### src/rtl/cpu_sequencer_pkg.sv
// Shared opcode and state encodings for the accumulator CPU sequencer.
// The datapath/IR decode imports the same definitions.
package cpu_sequencer_pkg;

    localparam int OPW = 3;

    localparam logic [OPW-1:0] OP_HLT  = 3'd0;
    localparam logic [OPW-1:0] OP_SKZ  = 3'd1;
    localparam logic [OPW-1:0] OP_ADD  = 3'd2;
    localparam logic [OPW-1:0] OP_ANDD = 3'd3;
    localparam logic [OPW-1:0] OP_XORR = 3'd4;
    localparam logic [OPW-1:0] OP_LDA  = 3'd5;
    localparam logic [OPW-1:0] OP_STO  = 3'd6;
    localparam logic [OPW-1:0] OP_JMP  = 3'd7;

    typedef enum logic [3:0] {
        ST_IDLE   = 4'd0,
        ST_S0     = 4'd1,
        ST_S1     = 4'd2,
        ST_S2     = 4'd3,
        ST_S3     = 4'd4,
        ST_S4     = 4'd5,
        ST_S5     = 4'd6,
        ST_S6     = 4'd7,
        ST_S7     = 4'd8,
        ST_HALTED = 4'd9
    } state_t;

endpackage

### src/rtl/cpu_sequencer_seq_op_decode.sv
// Combinational opcode class decode used by the sequencer strobe logic.
module seq_op_decode
    import cpu_sequencer_pkg::*;
(
    input  logic [OPW-1:0] op_i,
    output logic           is_alu_o,
    output logic           is_sto_o,
    output logic           is_jmp_o,
    output logic           is_skz_o,
    output logic           is_hlt_o
);

    assign is_alu_o = (op_i == OP_ADD) || (op_i == OP_ANDD) ||
                      (op_i == OP_XORR) || (op_i == OP_LDA);
    assign is_sto_o = (op_i == OP_STO);
    assign is_jmp_o = (op_i == OP_JMP);
    assign is_skz_o = (op_i == OP_SKZ);
    assign is_hlt_o = (op_i == OP_HLT);

endmodule

### src/rtl/cpu_sequencer.sv
// Eight-phase instruction-cycle controller: state register, opcode/zero capture
// and registered control strobes for the accumulator CPU datapath.
//
//  state  | meaning
//  IDLE   | waiting for fetch after reset
//  S0/S1  | fetch high / low IR byte
//  S2     | IR settling, opcode/zero captured on exit
//  S3     | halt decision
//  S4-S6  | operand access / execute
//  S7     | end of cycle, back to S0
//  HALTED | sticky halt until reset
module cpu_sequencer
    import cpu_sequencer_pkg::*;
#(
    parameter int OPW_P = 3
) (
    input  logic             clk,
    input  logic             reset,
    input  logic             fetch,
    input  logic [OPW_P-1:0] opcode,
    input  logic             zero,
    output logic             load_ir,
    output logic             inc_pc,
    output logic             load_pc,
    output logic             rd,
    output logic             wr,
    output logic             datactl_ena,
    output logic             load_acc,
    output logic             halt
);

    state_t         state_q, state_d;
    logic [OPW-1:0] op_q, op_d;
    logic           zero_q, zero_d;
    logic           load_ir_d, inc_pc_d, load_pc_d, rd_d, wr_d;
    logic           datactl_ena_d, load_acc_d, halt_d;
    logic           is_alu, is_sto, is_jmp, is_skz, is_hlt;

    // Decode the op that will be held next cycle so S3 strobes see the fresh capture.
    seq_op_decode u_dec (
        .op_i     (op_d),
        .is_alu_o (is_alu),
        .is_sto_o (is_sto),
        .is_jmp_o (is_jmp),
        .is_skz_o (is_skz),
        .is_hlt_o (is_hlt)
    );

    always_comb begin
        state_d = state_q;
        op_d    = op_q;
        zero_d  = zero_q;
        case (state_q)
            ST_IDLE:   if (fetch) state_d = ST_S0;
            ST_S0:     state_d = ST_S1;
            ST_S1:     state_d = ST_S2;
            ST_S2: begin
                state_d = ST_S3;
                op_d    = opcode[OPW-1:0];
                zero_d  = zero;
            end
            ST_S3:     state_d = is_hlt ? ST_HALTED : ST_S4;
            ST_S4:     state_d = ST_S5;
            ST_S5:     state_d = ST_S6;
            ST_S6:     state_d = ST_S7;
            ST_S7:     state_d = ST_S0;
            ST_HALTED: state_d = ST_HALTED;
            default:   state_d = ST_IDLE;
        endcase
    end

    always_comb begin
        load_ir_d     = 1'b0;
        inc_pc_d      = 1'b0;
        load_pc_d     = 1'b0;
        rd_d          = 1'b0;
        wr_d          = 1'b0;
        datactl_ena_d = 1'b0;
        load_acc_d    = 1'b0;
        halt_d        = 1'b0;
        case (state_d)
            ST_S0, ST_S1: begin
                load_ir_d = 1'b1;
                rd_d      = 1'b1;
                inc_pc_d  = 1'b1;
            end
            ST_S3:     halt_d = is_hlt;
            ST_S4: begin
                rd_d          = is_alu;
                datactl_ena_d = is_sto;
                load_pc_d     = is_jmp;
                inc_pc_d      = is_skz & zero_d;
            end
            ST_S5: begin
                rd_d          = is_alu;
                load_acc_d    = is_alu;
                datactl_ena_d = is_sto;
                wr_d          = is_sto;
                load_pc_d     = is_jmp;
            end
            ST_S6:     datactl_ena_d = is_sto;
            ST_HALTED: halt_d = 1'b1;
            default:   ;
        endcase
    end

    always_ff @(posedge clk) begin
        if (!reset) begin
            state_q     <= ST_IDLE;
            op_q        <= '0;
            zero_q      <= 1'b0;
            load_ir     <= 1'b0;
            inc_pc      <= 1'b0;
            load_pc     <= 1'b0;
            rd          <= 1'b0;
            wr          <= 1'b0;
            datactl_ena <= 1'b0;
            load_acc    <= 1'b0;
            halt        <= 1'b0;
        end else begin
            state_q     <= state_d;
            op_q        <= op_d;
            zero_q      <= zero_d;
            load_ir     <= load_ir_d;
            inc_pc      <= inc_pc_d;
            load_pc     <= load_pc_d;
            rd          <= rd_d;
            wr          <= wr_d;
            datactl_ena <= datactl_ena_d;
            load_acc    <= load_acc_d;
            halt        <= halt_d;
        end
    end

endmodule
### config.mk
export PLATFORM = sky130hd
export DESIGN_NAME = cpu_sequencer
export DESIGN_NICKNAME = d
export VERILOG_FILES = /design/src/rtl/cpu_sequencer_pkg.sv /design/src/rtl/cpu_sequencer_seq_op_decode.sv /design/src/rtl/cpu_sequencer.sv
export SDC_FILE = /design/constraint.sdc
export NUM_CORES = 1
export LEC_CHECK = 0
export BUFFER_PORTS_ARGS = -buffer_cell sky130_fd_sc_hd__clkbuf_2
export CAP_MARGIN = 20
export CORE_ASPECT_RATIO = 0.5
export CORE_MARGIN = 3
export CORE_UTILIZATION = 26
export CTS_BUF_LIST = sky130_fd_sc_hd__clkbuf_16
export DETAILED_ROUTE_END_ITERATION = 6
export RECOVER_POWER = 25
export SKIP_CTS_REPAIR_TIMING = 1
export SLEW_MARGIN = 20
export SYNTH_ARGS = -nofsm -noshare
export SYNTH_HDL_FRONTEND = slang
export SYNTH_SLANG_ARGS = --single-unit
### constraint.sdc
create_clock -name clk -period 3.9 [get_ports clk]
set_input_delay 0.585 -clock clk [delete_from_list [all_inputs] [get_ports clk]]
set_output_delay 0.585 -clock clk [all_outputs]
set_load 0.01 [all_outputs]
==> metrics.txt, run 1 <==
H-tree depth reported by CTS=1; Hold Startpoint=zero_q$_SDFF_PN0_; Seq/Total Area, Yosys=41.22%; worst-margin pin slew=512.1 ps; clock latency reported for the late side of the worst-skew pair=250 ps; final hold violation count=0; PnR worst setup slack=2235 ps; vias in the first global route=between 500 and 600; CTS Root Cell=clkbuf_16; DIE AREA=3720 um2; post-route cell area=934.6 um2; count of flip-flops with a built-in enable after synthesis=0; path depth of the worst reg2reg path=3; count of fill cells added during filler insertion=278; post-synthesis to final-layout area growth=20.29%; worst reg2reg startpoint=state_q[3]$_SDFF_PN0_; share of async-settable or async-resettable flops after synthesis=0%; half-perimeter wire length after placement=1.161 mm; relative max-transition margin=between 60% and 70%; Synth area leader=dfxtp_1; maximum number of pins on one net before global-route repair=17; Sinks on Clock Net=16; outcome=complete, no violations; total I/O pin count=15; number of nets in the layout=104; setup repair after global routing missed its margin=no; final slew viol count=0; CP Capture Type=flop; initial antenna violation count=0; top post-synthesis cells by area=dfxtp_1 41%, mux2i_1 5.2%, nor2b_1 4.0%, nor2_1 3.4%, o21ai_0 2.6%; leakage power of the design=0.0003350 uW; worst supply voltage drop on vdd=245.1 uV; number of detailed-routing iterations run before antenna repair=3; number of DRC markers in iteration 0=slightly above 50; CP required=~4100 ps; starting utilization of the core area=28.60%; Total Routed Length=between 1.5 and 2 mm; DRC violation count after routing=0; standard-cell row count=13; Fin Setup TNS=0 ps; Period Utilization, post-route=42.70%; horizontal extent of the die=between 80 and 90 um; slack of the worst reg-to-reg path=2230 ps; critical path class=flop to flop; Antenna Violating Nets Remaining=0; final core area utilization=34.41%; synth warn=0; dpl cells=roughly 130; endpoint with the worst hold slack=zero_q$_SDFF_PN0_; final clock skew=slightly above 6 ps; fraction of layout instances using a drive strength above 1=17.71%; netlist area before placement=777.0 um2; chip height=approximately 45 um; max_cap viols=0; Inserted Clock Buffers=3; Worst Path Max Fanout=16; routed len/inst=11.86 um; main flop type after synthesis=dfxtp_1; Core Footprint=2716 um2; Synth Area per Inst=9.250 um2; number of nets in the synthesized netlist=91; routability congestion estimate=0.7575; share of Yosys cell area claimed by the top area cell type=roughly 41%; cell count after synthesis=84; upper clock frequency limit=0.6004 GHz; P per Cell Area=466.7 nW/um2; number of non-filler instances in the completed layout=133; Clk pin slew, worst setup/hold paths=50 ps; worst r2r dst=inc_pc$_SDFF_PN0_; dpl ws=approximately 2200 ps; via/cell ratio=4.684; number of cells on the worst hold path=2; CTS tree=done; final number of setup-violating endpoints=0; number of port buffers=14; arrival time of the worst setup path=1850 ps; global-route total usage across every layer=8.950%; via total after detailed routing=623; path type of the worst min-delay path=flop to flop; Unique masters post-synth=37; kind of start point of the critical path=flop; clock tree buffer depth=2; overall overflow remaining after global route=0; Cell Area, Placed=860.8 um2; wire length of the first global-routing pass=2.684 mm; number of storage elements in the synthesis netlist=16; Min Clock Period, post-route=1665 ps; number of diodes=0
layout make-up:
class | count | area (um2) | area share (%)
multi-input combinational | 61 | 420.4 | 44.98
sequential | 16 | 320.3 | 34.27
clock buffer | 3 | 75.07 | 8.032
timing repair buffer | 14 | 65.06 | 6.961
tap | 37 | 46.29 | 4.953
clock inverter | 1 | 3.754 | 0.4016
inverter | 1 | 3.754 | 0.4016
cells by family (layout without fill, tap and decap cells):
group | Yosys count | in the layout | synth area share (%)
and+or+nand+nor | 39 | 39 | 31.72
buffers and inverters | 7 | 19 | 4.669
DFF | 16 | 16 | 41.22
xor gates and xnor gates | 3 | 3 | 3.382
muxes | 4 | 4 | 5.153
AOI/OAI and AO/OA | 15 | 15 | 13.85
layout by cell type, fill, tap and decap left out, types with 2 or more instances in the layout:
cell,count
o21ai_0,4
mux2i_1,4
and3_1,2
o21a_1,2
xnor2_1,2
nand2_1,5
nor2_1,7
nand3b_1,2
nor2b_1,5
dfxtp_1,16
clkbuf_16,3
nor3_1,2
nand2b_1,3
nor3b_1,2
and2_1,2
clkbuf_2,10
clkbuf_1,4
registers in the layout, indices dropped and copies added, names as in the netlist:
name and cells:
datactl_ena 1, halt 1, inc_pc 1, load_acc 1
load_ir 1, load_pc 1, op_q 3, rd 1
state_q 4, wr 1, zero_q 1
worst max-delay path by stage:
| stage | from | end |
|---|---|---|
| floorplan | fetch | inc_pc$_SDFF_PN0_ |
| global placement | fetch | inc_pc$_SDFF_PN0_ |
| detailed placement | fetch | inc_pc$_SDFF_PN0_ |
| CTS | state_q[3]$_SDFF_PN0_ | inc_pc$_SDFF_PN0_ |
| global route | state_q[1]$_SDFF_PN0_ | load_pc$_SDFF_PN0_ |
| finish | state_q[3]$_SDFF_PN0_ | inc_pc$_SDFF_PN0_ |
report_power, final:
group / switching (uW) / internal [uW]
sequential: 14.0 / 173
combinational: 24.3 / 26.5
clock: 62.6 / 136
total: 101 / 335
stage by stage:
step / power, uW / hold WS (ps)
6_report: 436.2 / 526.8
5_1_grt: 453.4 / 572.9
4_1_cts: 438.7 / 526.8
3_5_place_dp: 241.0 / 514.9
3_3_place_gp: 240.4 / 522.8
2_1_floorplan: 226.7 / 482.5
Yosys cell counts, types with 2 or more instances:
master	number
buf_4	2
nand2_1	5
nand3b_1	2
dfxtp_1	16
nor2_1	7
nor3_1	2
o21a_1	2
nor3b_1	2
and3_1	2
mux2i_1	4
xnor2_1	2
clkbuf_1	2
buf_2	2
o21ai_0	4
nor2b_1	5
and2_1	2
nand2b_1	3
critical path, cell delays in order (launching register included):
cell and delay, ps:
dfxtp_1 630, and4bb_2 380, o41ai_1 380, a31o_1 200
metal layers:
metal	global-route usage, %	routed length, um
met5	0	0
met4	2.932	16
met3	2.416	61
met2	14.33	660
met1	11.89	839
No activity file was read; power rests on OpenSTA's default activity.
==> run 2, diff against run 1 <==
clock period = 1.5 ns   (was 3.9 ns; I/O delays follow)
==> run 2 against run 1 <==
Net effect: combinational power grew to 4.0 times the previous value; clock skew is 4.9 ps lower; largest cell class unchanged; utilization is 5.6 points higher; clock power grew to 2.6 times the previous value; wire length is 14% higher; first-iteration DRC count is 9.8% lower; sequential power grew to 2.5 times the previous value; global-route usage is 1.3 points higher; maximum frequency is 15% higher; final cell count is 12% higher; sequential share of layout area is 4.4 points lower; highest routed layer is now met3.
==> metrics.txt, run 2 (synthesized netlist as in run 1, its figures left out) <==
post-synthesis to final-layout area growth=39.77% (was 20.29%); final slew viol count=0 (unchanged); CTS tree=done (unchanged); number of nets in the layout=120 (was 104); critical path class=flop to flop (unchanged); number of diodes=0 (unchanged); worst supply voltage drop on vdd=628.4 uV (was 245.1 uV); post-route cell area=1086 um2 (was 934.6 um2); Period Utilization, post-route=96.84% (was 42.70%); starting utilization of the core area=28.60% (unchanged); final hold violation count=0 (unchanged); leading cell types in the layout, fill and taps excluded=16 x buf_4, 13 x dfxtp_1, 9 x clkbuf_2, 7 x nor2_1 (was 16 x dfxtp_1, 10 x clkbuf_2, 7 x nor2_1, 5 x nand2_1, 5 x nor2b_1); routed len/inst=12.08 um (was 11.86 um); leakage power of the design=0.0004201 uW (was 0.0003350 uW); largest register by flop count=state_q (unchanged); standard-cell row count=13 (unchanged); leading cell type in the layout, fill and taps excluded=buf_4 (was dfxtp_1); worst-margin pin slew=311.6 ps (was 512.1 ps); clock latency reported for the late side of the worst-skew pair=240 ps (was 250 ps); via total after detailed routing=689 (was 623); P per Cell Area=1091 nW/um2 (was 466.7 nW/um2); upper clock frequency limit=0.6884 GHz (was 0.6004 GHz); chip height=44.66 um (unchanged); Core Footprint=2716 um2 (unchanged); CP required=1640 ps (was 4080 ps); number of DRC markers in iteration 0=46 (was 51); PnR worst setup slack=47.42 ps (was 2235 ps); fraction of layout instances using a drive strength above 1=33.93% (was 17.71%); Clk pin slew, worst setup/hold paths=50 ps (about the same); dpl ws=15.92 ps (was 2172 ps); flip-flop count of the largest register, all copies and words added=4 (unchanged); clock tree buffer depth=2 (unchanged); max_cap viols=0 (unchanged); Fin Setup TNS=0 ps (unchanged); number of cells on the worst hold path=3 (was 2); number of detailed-routing iterations run before antenna repair=4 (was 3); Sinks on Clock Net=16 (unchanged); horizontal extent of the die=83.31 um (unchanged); routability congestion estimate=0.8424 (was 0.7575); wire length of the first global-routing pass=3.042 mm (was 2.684 mm); CTS Root Cell=clkbuf_16 (unchanged); Regs by FF count=state_q (4), op_q (3) (unchanged); path type of the worst min-delay path=primary input to flop (was flop to flop); outcome=complete, no violations (unchanged); total I/O pin count=15 (unchanged); Cell Area, Placed=973.4 um2 (was 860.8 um2); initial antenna violation count=0 (unchanged); setup repair after global routing missed its margin=no (unchanged); DRC violation count after routing=0 (unchanged); final core area utilization=39.98% (was 34.41%); Inserted Clock Buffers=3 (unchanged); final clock skew=1.083 ps (was 6.032 ps); relative max-transition margin=78.96% (was 65.54%); CP Capture Type=flop (unchanged); Min Clock Period, post-route=1453 ps (was 1665 ps); overall overflow remaining after global route=0 (unchanged); Worst Path Max Fanout=4 (was 16); final number of setup-violating endpoints=0 (unchanged); path depth of the worst reg2reg path=4 (was 3); kind of start point of the critical path=flop (unchanged); DIE AREA=3720 um2 (unchanged); Total Routed Length=1.800 mm (was 1.577 mm); H-tree depth reported by CTS=1 (unchanged); maximum number of pins on one net before global-route repair=10 (was 17); via/cell ratio=4.624 (was 4.684); vias in the first global route=660 (was 573); number of port buffers=14 (unchanged); half-perimeter wire length after placement=1.425 mm (was 1.161 mm); arrival time of the worst setup path=1590 ps (was 1850 ps); Antenna Violating Nets Remaining=0 (unchanged); global-route total usage across every layer=10.24% (was 8.950%)
-- run 2: area by class of cell --
cell class | instances | area (um2)
clock buffers | 3 | 75.07
fillers | 264 | 1630
clock inverters | 1 | 3.754
repair buffers | 30 | 183.9
well taps | 37 | 46.29
flip-flops and latches | 16 | 324.1
multi-input cells | 61 | 449.2
inverters | 1 | 3.754
-- run 2: final timing paths --
check / startpoint / end / slack [ps]
worst max-delay path: state_q[0]$_SDFF_PN0_ / inc_pc$_SDFF_PN0_ / 50
worst max register to register: state_q[0]$_SDFF_PN0_ / inc_pc$_SDFF_PN0_ / 50
worst min register to register: zero_q$_SDFF_PN0_ / zero_q$_SDFF_PN0_ / 530
worst min-delay path: zero / zero_q$_SDFF_PN0_ / 280
-- run 2: per-layer routing --
| metal | GRT usage (%) | share of wire (%) |
|---|---|---|
| met5 | 0 | 0 |
| met4 | 2.932 | 0 |
| met3 | 1.859 | 2.9 |
| met2 | 17.36 | 44 |
| met1 | 13.61 | 53 |
-- run 2: worst max-delay path: stages (launching register included) --
cell and delay [ps]:
dfxtp_2 320, or4_1 510, and3_4 180, and3_4 160
a31o_1 170
-- run 2: power breakdown --
| part | internal (uW) | total, uW | switching (uW) | leakage, uW |
|---|---|---|---|---|
| combinational | 108 | 203 | 95.2 | 0.000250 |
| clock | 353 | 514 | 161 | 0.0000385 |
| sequential | 451 | 468 | 17.4 | 0.000132 |
-- run 2: metrics by stage --
step / total power, uW / hold slack, ps / instances
finish: 1185 / 275.2 / 149
global route: 1245 / 284.7 / 149
CTS: 1184 / 268.4 / 148
detailed placement: 665.7 / 519.0 / 144
global placement: 666.2 / 520.0 / 144
floorplan: 589.3 / 394.4 / 84
